$ cat src/rtl/data_sync_reader.sv
// Consumer for the output side of the DataSync handshake: captures each
// synchronized word once, pulses sync_retrieved, and buffers words in a FWFT FIFO.
module data_sync_reader #(
  parameter int unsigned W       = 4,
  parameter int unsigned DEPTH   = 4,
  parameter int unsigned TIMEOUT = 255
) (
  input  logic                     clk,
  input  logic                     reset_n,
  input  logic [W-1:0]             sync_data,
  input  logic                     sync_valid,
  output logic                     sync_retrieved,
  output logic [W-1:0]             out_data,
  output logic                     out_valid,
  input  logic                     out_ready,
  output logic [$clog2(DEPTH):0]   level,
  output logic                     ack_error
);

  localparam int unsigned PW = $clog2(DEPTH);
  localparam int unsigned LW = PW + 1;
  localparam int unsigned CW = 16;

  localparam logic [1:0] WAIT_VALID = 2'd0;
  localparam logic [1:0] ACK        = 2'd1;
  localparam logic [1:0] WAIT_DROP  = 2'd2;

  logic [1:0]    state, state_next;
  logic          retrieved_next;
  logic [CW-1:0] cnt, cnt_next;
  logic          err_next;

  logic [W-1:0]  mem [DEPTH];
  logic [PW-1:0] wr_ptr, rd_ptr;
  logic [LW-1:0] level_next;
  logic          not_full;
  logic          push;
  logic          pop;

  // Fullness is judged on the registered level, so a same-cycle pop never frees a slot early.
  assign not_full = (level != LW'(DEPTH));
  assign push     = (state == WAIT_VALID) && sync_valid && not_full;
  assign pop      = out_valid && out_ready;
  assign out_data = mem[rd_ptr];

  // Handshake next-state and registered-output logic
  always_comb begin
    state_next     = state;
    retrieved_next = 1'b0;
    cnt_next       = cnt;
    err_next       = ack_error;
    case (state)
      WAIT_VALID: begin
        if (push) begin
          state_next     = ACK;
          retrieved_next = 1'b1;
        end
      end
      ACK: begin
        state_next = WAIT_DROP;
        cnt_next   = '0;
      end
      WAIT_DROP: begin
        if (!sync_valid) begin
          state_next = WAIT_VALID;
        end else if (cnt == CW'(TIMEOUT)) begin
          err_next = 1'b1;
        end else begin
          cnt_next = cnt + CW'(1);
        end
      end
      default: state_next = WAIT_VALID;
    endcase
  end

  always_ff @(posedge clk) begin
    if (!reset_n) begin
      state          <= WAIT_VALID;
      sync_retrieved <= 1'b0;
      cnt            <= '0;
      ack_error      <= 1'b0;
    end else begin
      state          <= state_next;
      sync_retrieved <= retrieved_next;
      cnt            <= cnt_next;
      ack_error      <= err_next;
    end
  end

  always_comb begin
    level_next = level;
    case ({push, pop})
      2'b10:   level_next = level + LW'(1);
      2'b01:   level_next = level - LW'(1);
      default: level_next = level;
    endcase
  end

  // FIFO bookkeeping; pointers wrap naturally since DEPTH is a power of two
  always_ff @(posedge clk) begin
    if (!reset_n) begin
      wr_ptr    <= '0;
      rd_ptr    <= '0;
      level     <= '0;
      out_valid <= 1'b0;
    end else begin
      if (push) wr_ptr <= wr_ptr + PW'(1);
      if (pop)  rd_ptr <= rd_ptr + PW'(1);
      level     <= level_next;
      out_valid <= (level_next != '0);
    end
  end

  always_ff @(posedge clk) begin
    if (push) mem[wr_ptr] <= sync_data;
  end

endmodule

$ cat config.mk
export PLATFORM = sky130hd
export DESIGN_NAME = data_sync_reader
export DESIGN_NICKNAME = d
export VERILOG_FILES = /design/src/rtl/data_sync_reader.sv
export SDC_FILE = /design/constraint.sdc
export NUM_CORES = 1
export LEC_CHECK = 0
export CORE_MARGIN = 2
export CORE_UTILIZATION = 30
export DETAILED_ROUTE_END_ITERATION = 7
export PLACE_DENSITY = 0.49
export SYNTH_ARGS = -nofsm -noshare
export SYNTH_HDL_FRONTEND = slang
export SYNTH_SLANG_ARGS = --single-unit
$ cat constraint.sdc
create_clock -name clk -period 4.1 [get_ports clk]
set_input_delay 0.82 -clock clk [delete_from_list [all_inputs] [get_ports clk]]
set_output_delay 0.82 -clock clk [all_outputs]
set_load 0.01 [all_outputs]
== After elaboration in Yosys (flattened, before gate mapping) ==
Memories as Yosys holds them, arrays and structs flattened. A register that Yosys moved wholly into a read port is not among the register bits.
Index checks and enable logic that the tools add are counted.
Word-level totals
  bits in registers: 28
  bits in writable memories: 16
  input port bits: 8
  output and inout port bits: 10
  word-level logic and storage cells: 45
  memories: 1
Operators by class
  add/subtract/negate cells: 5
  equality and inequality tests: 10
  multiplexer cells: 11
  reduce and logical (&&, ||, !) cells: 10
Memories
  mem: words 4, width 4, rd ports 1, clocked after memory_dff 1, write ports 1, RTL line 33  | logic [W-1:0] mem [DEPTH];
Operators by type and width (count)
  16-bit two-way mux: 2
  16-bit one-hot mux with 2 select lines: 1
  16-bit by 1-bit adder with 16-bit output (second input constant): 1
  16-bit by 8-bit == test with 1-bit output (second input constant): 1
  2-bit two-way mux: 4
  2-bit != test (second input constant): 4
  2-bit one-hot mux with 3 select lines: 1
  3-bit one-hot mux with 2 select lines: 1
  3-bit AND reduction: 2
  2-bit by 1-bit adder with 2-bit output (second input constant): 2
  2-bit by 1-bit == test with 1-bit output (second input constant): 2
  2-bit == test (second input constant): 2
  2-bit AND reduction: 2
  3-bit by 1-bit adder with 3-bit output (second input constant): 1
  1-bit logical AND: 3
  3-bit != test (second input constant): 1
  3-bit nonzero test: 1
  3-bit by 1-bit subtractor with 3-bit output (second input constant): 1
  2-bit logical NOT: 1
  1-bit two-way mux: 2
  2-bit nonzero test: 1

== Longest topological paths before layout ==
Gate-level depths: netlist (run 1).
  depth after elaboration: 6
  gate-level depth with buffers: 9
  depth with buffers taken out: 9

== Worst setup path after synthesis (run 1) ==
Ideal clock, no wire load.
  path type: input to register
  start: in sync_valid
  end: reg out_valid
  library setup time: 120 ps
  arrival time: 3017 ps
  required time: 3980 ps
  slack: 963 ps
  cell stages on the path: 9
  buffers on the path: 0
  path through: inv_1 a2111oi_1 inv_1 ha_1 fa_1 xnor2_1 nor2_1 xor2_1 a211o_1
Between the ends
  longest elaborated chain between the ends: 5
  elaborated cells between the ends (all ways): 6
  those cells by class: eq/ne (2); mux (1); reduce/logical (3)
Ends and longest elaborated chain
  from (decl): RTL line 11  | input logic sync_valid,
  1-bit logical AND (*) (2 in a row): RTL line 42  | assign push = (state == WAIT_VALID) && sync_valid && not_full;
  2-bit by 1-bit == test with 1-bit output or 2-bit == test (tied branches): RTL line 92  | case ({push, pop})
  3-bit one-hot mux with 2 select lines (*): RTL line 92
  3-bit nonzero test (*): RTL line 110  | out_valid <= (level_next != '0);
  to (signal assigned): RTL line 110
  to (decl): RTL line 14  | output logic out_valid,
Mark *: on every way between the ends. The rest lies on a longest branch, timed or not.
A chain may end at the register's enable or synchronous reset.

== Final worst setup path (run 1) ==
Ends and elaborated chain as after synthesis.

==> summary.md, run 1 <==
| Metric | Value |
|---|---|
| Minimum clock period | `3.10 ns` |
| Top-area cell type share of the netlist area | `0.270` |
| Final Power | `0.00108 W` |
| Seq pwr share | `0.520` |
| Hold WC Path Type | `reg -> reg` |
| List of most frequent post-synthesis cells | `dfxtp_1, nor2_1, edfxtp_1, nand2_1` |
| Element type at the critical path start | `input port` |
| DRT Wirelength | `around 4.7 mm` |
| Synth Instances | `about 210` |
| Status | `finished, final reports clean` |
| Ys async rst share | `0` |
| Final Max Slew Viols | `0` |
| Post-CTS setup buffer count | `0` |
| Die X | `90.0 µm` |
| Sequential-to-total area share from yosys stat | `0.487` |
| GR Util All Layers | `0.123` |
| Clock net sink count | `46` |
| Clk slew on worst S/H paths | `0.09 ns` |
| Starting density of the core | `0.308` |
| Power per cell area | `417 nW/µm²` |
| Core footprint | `~7200 µm²` |
| Post-CTS sizing | `0` |
| Num CTS Buffers | `5` |
| Final setup skew | `around 0.0087 ns` |
| Switching Share | `0.287` |
| Area grow syn2layout | `16.8%` |
| Power share of the clock group | `0.266` |
| Most area-consuming cells after synthesis | `dfxtp_1, edfxtp_1, mux4_2` |
| H-Tree Depth | `2` |
| Final worst slack | `approximately 1 ns` |
| Post-Syn Area per Cell | `between 10 and 15 µm²` |
| Placed wire-length estimate | `3.39 mm` |
| Critical Path Start | `sync_valid` |
| Vias per inst | `between 4 and 5` |
| Met3 Wirelength | `167 µm` |
| Synth Flop Type | `dfxtp_1` |
| DR pass1 iterations | `4` |
| Hold-fix buffers at CTS | `0` |
| Final net count | `243` |
| Gr ovfl total | `0` |
| WL per Instance | `14.3 µm` |
| Worst setup path class | `in -> reg` |
| Post-synth EDFFs | `16` |
| Via count | `1,619` |
| Layout cell share with drive strength beyond 1 | `0.109` |
| Worst-path maximum fanout | `7` |
| Fmax | `0.323 GHz` |
| Switching pwr | `0.000310 W` |
| Met1 WL | `2.38 mm` |
| Diodes inserted | `0` |
| Worst Hold Launch | `cnt[15]` |
| Cell with the most instances after synthesis | `dfxtp_1` |
| Antenna viol nets, final | `0` |
| Yosys top cell by area | `dfxtp_1` |
| Worst Path Required | `around 4.3 ns` |
| Initial antenna violation count | `0` |
| Largest net degree at the start of global routing | `17` |
| Synthesized flop and latch total | `46` |
| Max-Cap Viols | `0` |
| CTS tree | `yes` |
| Final Hold Vio Count | `0` |
| Combinational cell fraction of total power | `0.215` |
| Leakage | `0.864 nW` |
| Fill count | `754` |
| Highest Signal Layer | `met4` |
| Die area | `8110 µm²` |
| Root Driver | `clkbuf_8` |
| I/O pin cnt | `18` |
| FP Rows | `31` |
| Die H | `90.0 µm` |
| Tcrit/Tclk final | `0.755` |
| Pint | `0.000771 W` |
| DR WL met2 | `about 2.1 mm` |
| First-pass GRT wire length | `between 7 and 8 mm` |
| Slew margin rel. | `0.618` |
| CP endpoint kind | `register` |
| Pre-CTS WS | `about 0.67 ns` |
| Post-Syn Area | `2220 µm²` |
| Library cells used by synthesis | `53` |
| Maximum VDD drop | `144 µV` |
| Critical Path AT | `3.29 ns` |
| Clock buffer depth | `2` |
| RSZ-0062 raised after global routing | `no` |
| Warnings from Yosys | `0` |
| Worst hold slack | `0.504 ns` |
| Clock insertion delay at the later pin of the skew report | `0.30 ns` |
| Iter 0 DRT Violations | `67` |
| Fin Setup TNS | `0 ns` |
| Critical R2R Launch | `state[0]` |
| Vias in the first global route | `roughly 1,600` |
| Quantity of I/O buffers inserted on ports | `17` |
| Placer congestion estimate | `between 0.7 and 0.8` |
| DRC | `0` |
| Synthesized Nets | `between 200 and 250` |
| Final setup violating endpoints | `0` |
| Tightest Pin Transition | `about 0.57 ns` |
[layer usage]
layer / global-route usage / up-vias
met5: 0 / -
met4: 0.0462 / 0
met3: 0.0243 / 4
met2: 0.190 / 27
met1: 0.169 / 764
li1: - / 824
[cell usage in the layout (no fill, tap or decap), types with 2 or more instances in the layout]
master and n:
a211oi_1 2, a21oi_1 8, a31o_2 3, a31oi_1 3
and2_1 7, and3_1 4, and4_1 2, buf_4 4
clkbuf_8 5, clkdlybuf4s50_1 17, clkinvlp_4 2, dfxtp_1 30
edfxtp_1 16, ha_1 6, inv_1 6, mux2i_1 5
mux4_2 4, nand2_1 14, nand2b_1 4, nand3_1 9
nand3b_1 4, nand4_1 3, nand4b_1 2, nor2_1 18
nor3_1 6, nor4_1 5, o2111ai_1 3, o211ai_1 2
o21ai_0 3, or4_1 2, xnor2_1 3, xor2_1 3
[power groups by stage]
| stage | Combinational, W | Sequential [W] | Clock, W |
|---|---|---|---|
| after floorplan | 0.000140 | 0.000567 | 0 |
| after global placement | 0.000236 | 0.000574 | 0 |
| after detailed placement | 0.000236 | 0.000574 | 0 |
| after CTS | 0.000236 | 0.000564 | 0.000301 |
| after global routing | 0.000258 | 0.000571 | 0.000317 |
| final | 0.000232 | 0.000562 | 0.000287 |
[cell families (layout without fill, tap and decap cells)]
| family | count (synthesis) | count (layout) | synth area share |
|---|---|---|---|
| and+or+nand+nor | 87 | 87 | 0.221 |
| xor gates and xnor gates | 6 | 6 | 0.0237 |
| adders and majority gates | 7 | 7 | 0.0428 |
| AOI/OAI and AO/OA | 37 | 37 | 0.126 |
| DFF | 46 | 46 | 0.487 |
| muxes | 10 | 10 | 0.0682 |
| buffers and inverters | 18 | 36 | 0.0315 |
[worst max-delay path, stage by stage]
cell and delay, ns:
clkdlybuf4s50_1 0.56, inv_1 0.11, a2111oi_1 0.27, buf_4 0.21, inv_1 0.07, ha_1 0.23
fa_1 0.38, xnor2_1 0.14, nor2_1 0.06, xor2_1 0.15, a211o_1 0.29
[registers in the layout, indices dropped and copies added, names as in the netlist, named ones only]
| register | cells |
|---|---|
| cnt | 16 |
| mem | 16 |
| out_valid | 1 |
| rd_ptr | 2 |
| ack_error | 1 |
| wr_ptr | 2 |
| level | 3 |
| state | 2 |
| sync_retrieved | 1 |
[final cells by class]
class                      instances  area (µm²)  share of cell area
sequential                        46        1080               0.417
multi-input combinational        147        1070               0.412
timing repair buffer              21         200              0.0772
tap                               99         124              0.0478
clock buffer                       5        68.8              0.0265
inverter                           7        26.3              0.0101
clock inverter                     3        23.8             0.00917
[worst paths after layout]
| kind | endpoint | slack (ns) | depth (start not counted) |
|---|---|---|---|
| max | out_valid | 1.00 | 11 |
| min | cnt[15] | 0.50 | 2 |
| max reg2reg | out_valid | 1.57 | 9 |
| min reg2reg | cnt[15] | 0.50 | 2 |
[per-stage QoR]
step	cell area, µm²	utilization	std cells
floorplan	2220	-	211
global placement	2500	0.347	320
detailed placement	2500	0.347	320
CTS	2590	0.360	328
global route	2590	0.360	328
finish	2590	0.360	328
No activity file was read; power rests on OpenSTA's default activity.
==> run 2: changes to the inputs <==
==> constraint.sdc (replaced) <==
create_clock -name clk -period 2.92 [get_ports clk]
set_input_delay 0.584 -clock clk [delete_from_list [all_inputs] [get_ports clk]]
set_output_delay 0.584 -clock clk [all_outputs]
set_load 0.01 [all_outputs]
==> summary.md, run 2 (same netlist as run 1, synthesis figures left out) <==
| Metric | Value |
|---|---|
| R2R Path End | `out_valid` |
| Fin Setup TNS | `0 ns` |
| Leakage | `0.894 nW` |
| Iter 0 DRT Violations | `71` |
| Max stage delay cell, worst path | `clkdlybuf4s50_1` |
| Clock buffer depth | `2` |
| Max incr delay on CP | `between 0.4 and 0.5 ns` |
| Worst Hold Launch | `ack_error` |
| First-pass GRT wire length | `8.43 mm` |
| Critical R2R Launch | `level[0]` |
| Status | `finished, final reports clean` |
| Pint | `roughly 0.0011 W` |
| Top Registers | `cnt (16), mem (16), level (3)` |
| Switching pwr | `0.000440 W` |
| Layout cell share with drive strength beyond 1 | `0.132` |
| Clock insertion delay at the later pin of the skew report | `0.30 ns` |
| WL per Instance | `14.4 µm` |
| Worst setup path class | `in -> reg` |
| Tightest Pin Transition | `0.530 ns` |
| I/O pin cnt | `18` |
| Die X | `90.0 µm` |
| Critical Path AT | `2.89 ns` |
| Placer congestion estimate | `between 0.7 and 0.8` |
| Placed wire-length estimate | `between 3 and 4 mm` |
| Final net count | `249` |
| Worst hold slack | `between 0.5 and 0.6 ns` |
| R2R setup slack | `0.45 ns` |
| Clock net sink count | `46` |
| Tcrit/Tclk final | `0.922` |
| DRC | `0` |
| Vias in the first global route | `1,726` |
| Crit path buffers/inverters | `3` |
| DR pass1 iterations | `4` |
| Combinational cell fraction of total power | `0.231` |
| Clk slew on worst S/H paths | `0.09 ns` |
| Area grow syn2layout | `18.8%` |
| Worst-path maximum fanout | `2` |
| Vias per inst | `5.09` |
| CTS tree | `yes` |
| Final setup violating endpoints | `0` |
| RSZ-0062 raised after global routing | `no` |
| Final Max Slew Viols | `0` |
| Hold WC Path Type | `reg -> reg` |
| DRT Wirelength | `between 4 and 5 mm` |
| Via count | `1,701` |
| CP Depth | `10` |
| Hold-fix buffers at CTS | `0` |
| Most common cell after layout, fill and taps aside | `dfxtp_1` |
| Commonest cells after routing, fill and taps aside | `dfxtp_1, nor2_1, clkdlybuf4s50_1` |
| Post-CTS sizing | `0` |
| CP endpoint kind | `register` |
| Final Hold Vio Count | `0` |
| Worst Path Required | `3.12 ns` |
| WHS Endpoint | `ack_error` |
| Post-CTS setup buffer count | `0` |
| Die area | `8110 µm²` |
| Initial antenna violation count | `0` |
| Root Driver | `clkbuf_8` |
| Minimum clock period | `2.69 ns` |
| Diodes inserted | `0` |
| Power per cell area | `582 nW/µm²` |
| Switching Share | `0.287` |
| Quantity of I/O buffers inserted on ports | `17` |
| Min-Delay Path Depth | `2` |
| Slew margin rel. | `0.644` |
| Power share of the clock group | `0.261` |
| Antenna viol nets, final | `0` |
| Fmax | `0.371 GHz` |
| Gr ovfl total | `0` |
| CP top delay family | `buffers and inverters` |
| Max-Cap Viols | `0` |
| GR Util All Layers | `0.128` |
| Starting density of the core | `0.308` |
| Core footprint | `7210 µm²` |
| Num CTS Buffers | `5` |
| Crit-path cells | `clkdlybuf4s50_1, inv_1, a2111oi_1, inv_1, ha_1, fa_1, xnor2_1, nor2_1, xor2_1, a211o_1` |
| H-Tree Depth | `2` |
| Maximum VDD drop | `182 µV` |
| Largest net degree at the start of global routing | `17` |
| Cell mode on critical path | `inv_1` |
| Final setup skew | `0.00533 ns` |
| FP Rows | `31` |
| Fill count | `745` |
| Element type at the critical path start | `input port` |
| Seq pwr share | `0.508` |
| Register-to-Register Path Depth | `9` |
| Die H | `90.0 µm` |
[run 2: changes by cell type in the layout (fill, tap and decap cells not counted), sizes merged]
cell  before  now
buf        4   10
[run 2: worst min-delay path: stages, from the launching register on]
cell	delay [ns]
dfxtp_1	0.35
a31oi_1	0.05
nor2_1	0.09
[run 2: per-layer routing]
metal / up-vias / part of all wire / wire (µm) / track usage
met1: 807 / 0.48 / 2290 / 0.172
li1: 835 / - / - / -
met4: 0 / 0.020 / 98 / 0.0474
met3: 9 / 0.059 / 283 / 0.0285
met5: - / 0 / 0 / 0
met2: 50 / 0.45 / 2150 / 0.202
[run 2: through the flow]
step	setup WS [ns]	std cells	util	power, W	instance area (µm²)
2_1_floorplan	0.0193	211	-	0.000994	2220
3_3_place_gp	-0.0587	326	0.353	0.00115	2550
3_5_place_dp	-0.111	326	0.353	0.00116	2550
4_1_cts	0.208	334	0.366	0.00157	2640
5_1_grt	0.0358	334	0.366	0.00164	2640
6_report	0.228	334	0.366	0.00153	2640
[run 2: worst max-delay path by stage]
| stage | end | slack (ns) | from |
|---|---|---|---|
| detailed placement | out_valid | -0.11 | sync_valid |
| global placement | out_valid | -0.06 | sync_valid |
| floorplan | out_valid | 0.02 | sync_valid |
| finish | out_valid | 0.23 | sync_valid |
| CTS | out_valid | 0.21 | sync_valid |
| global route | out_valid | 0.04 | sync_valid |
[run 2: final cells by class]
| cell class | count | area (µm²) | share of cell area |
|---|---|---|---|
| clock buffer | 5 | 68.8 | 0.0261 |
| multi-input combinational | 147 | 1070 | 0.405 |
| inverter | 7 | 26.3 | 0.00996 |
| tap | 99 | 124 | 0.0469 |
| sequential | 46 | 1080 | 0.410 |
| timing repair buffer | 27 | 245 | 0.0929 |
| clock inverter | 3 | 23.8 | 0.00901 |
[run 2: power groups by stage]
stage               logic, W  registers, W  clock network (W)
floorplan           0.000197      0.000797                  0
global placement    0.000356      0.000797                  0
detailed placement  0.000359      0.000797                  0
CTS                 0.000360      0.000783           0.000424
global route        0.000396      0.000795           0.000447
finish              0.000354      0.000780           0.000401
==> run 3: changes to the inputs <==
--- a/config.mk
+++ b/config.mk
@@ -9,6 +9,7 @@
 export CORE_UTILIZATION = 30
 export DETAILED_ROUTE_END_ITERATION = 7
 export PLACE_DENSITY = 0.49
+export SKIP_CTS_REPAIR_TIMING = 1
 export SYNTH_ARGS = -nofsm -noshare
 export SYNTH_HDL_FRONTEND = slang
 export SYNTH_SLANG_ARGS = --single-unit
==> results of run 3 <==
No change in the layout: final DEF, timing and power equal those of run 2.
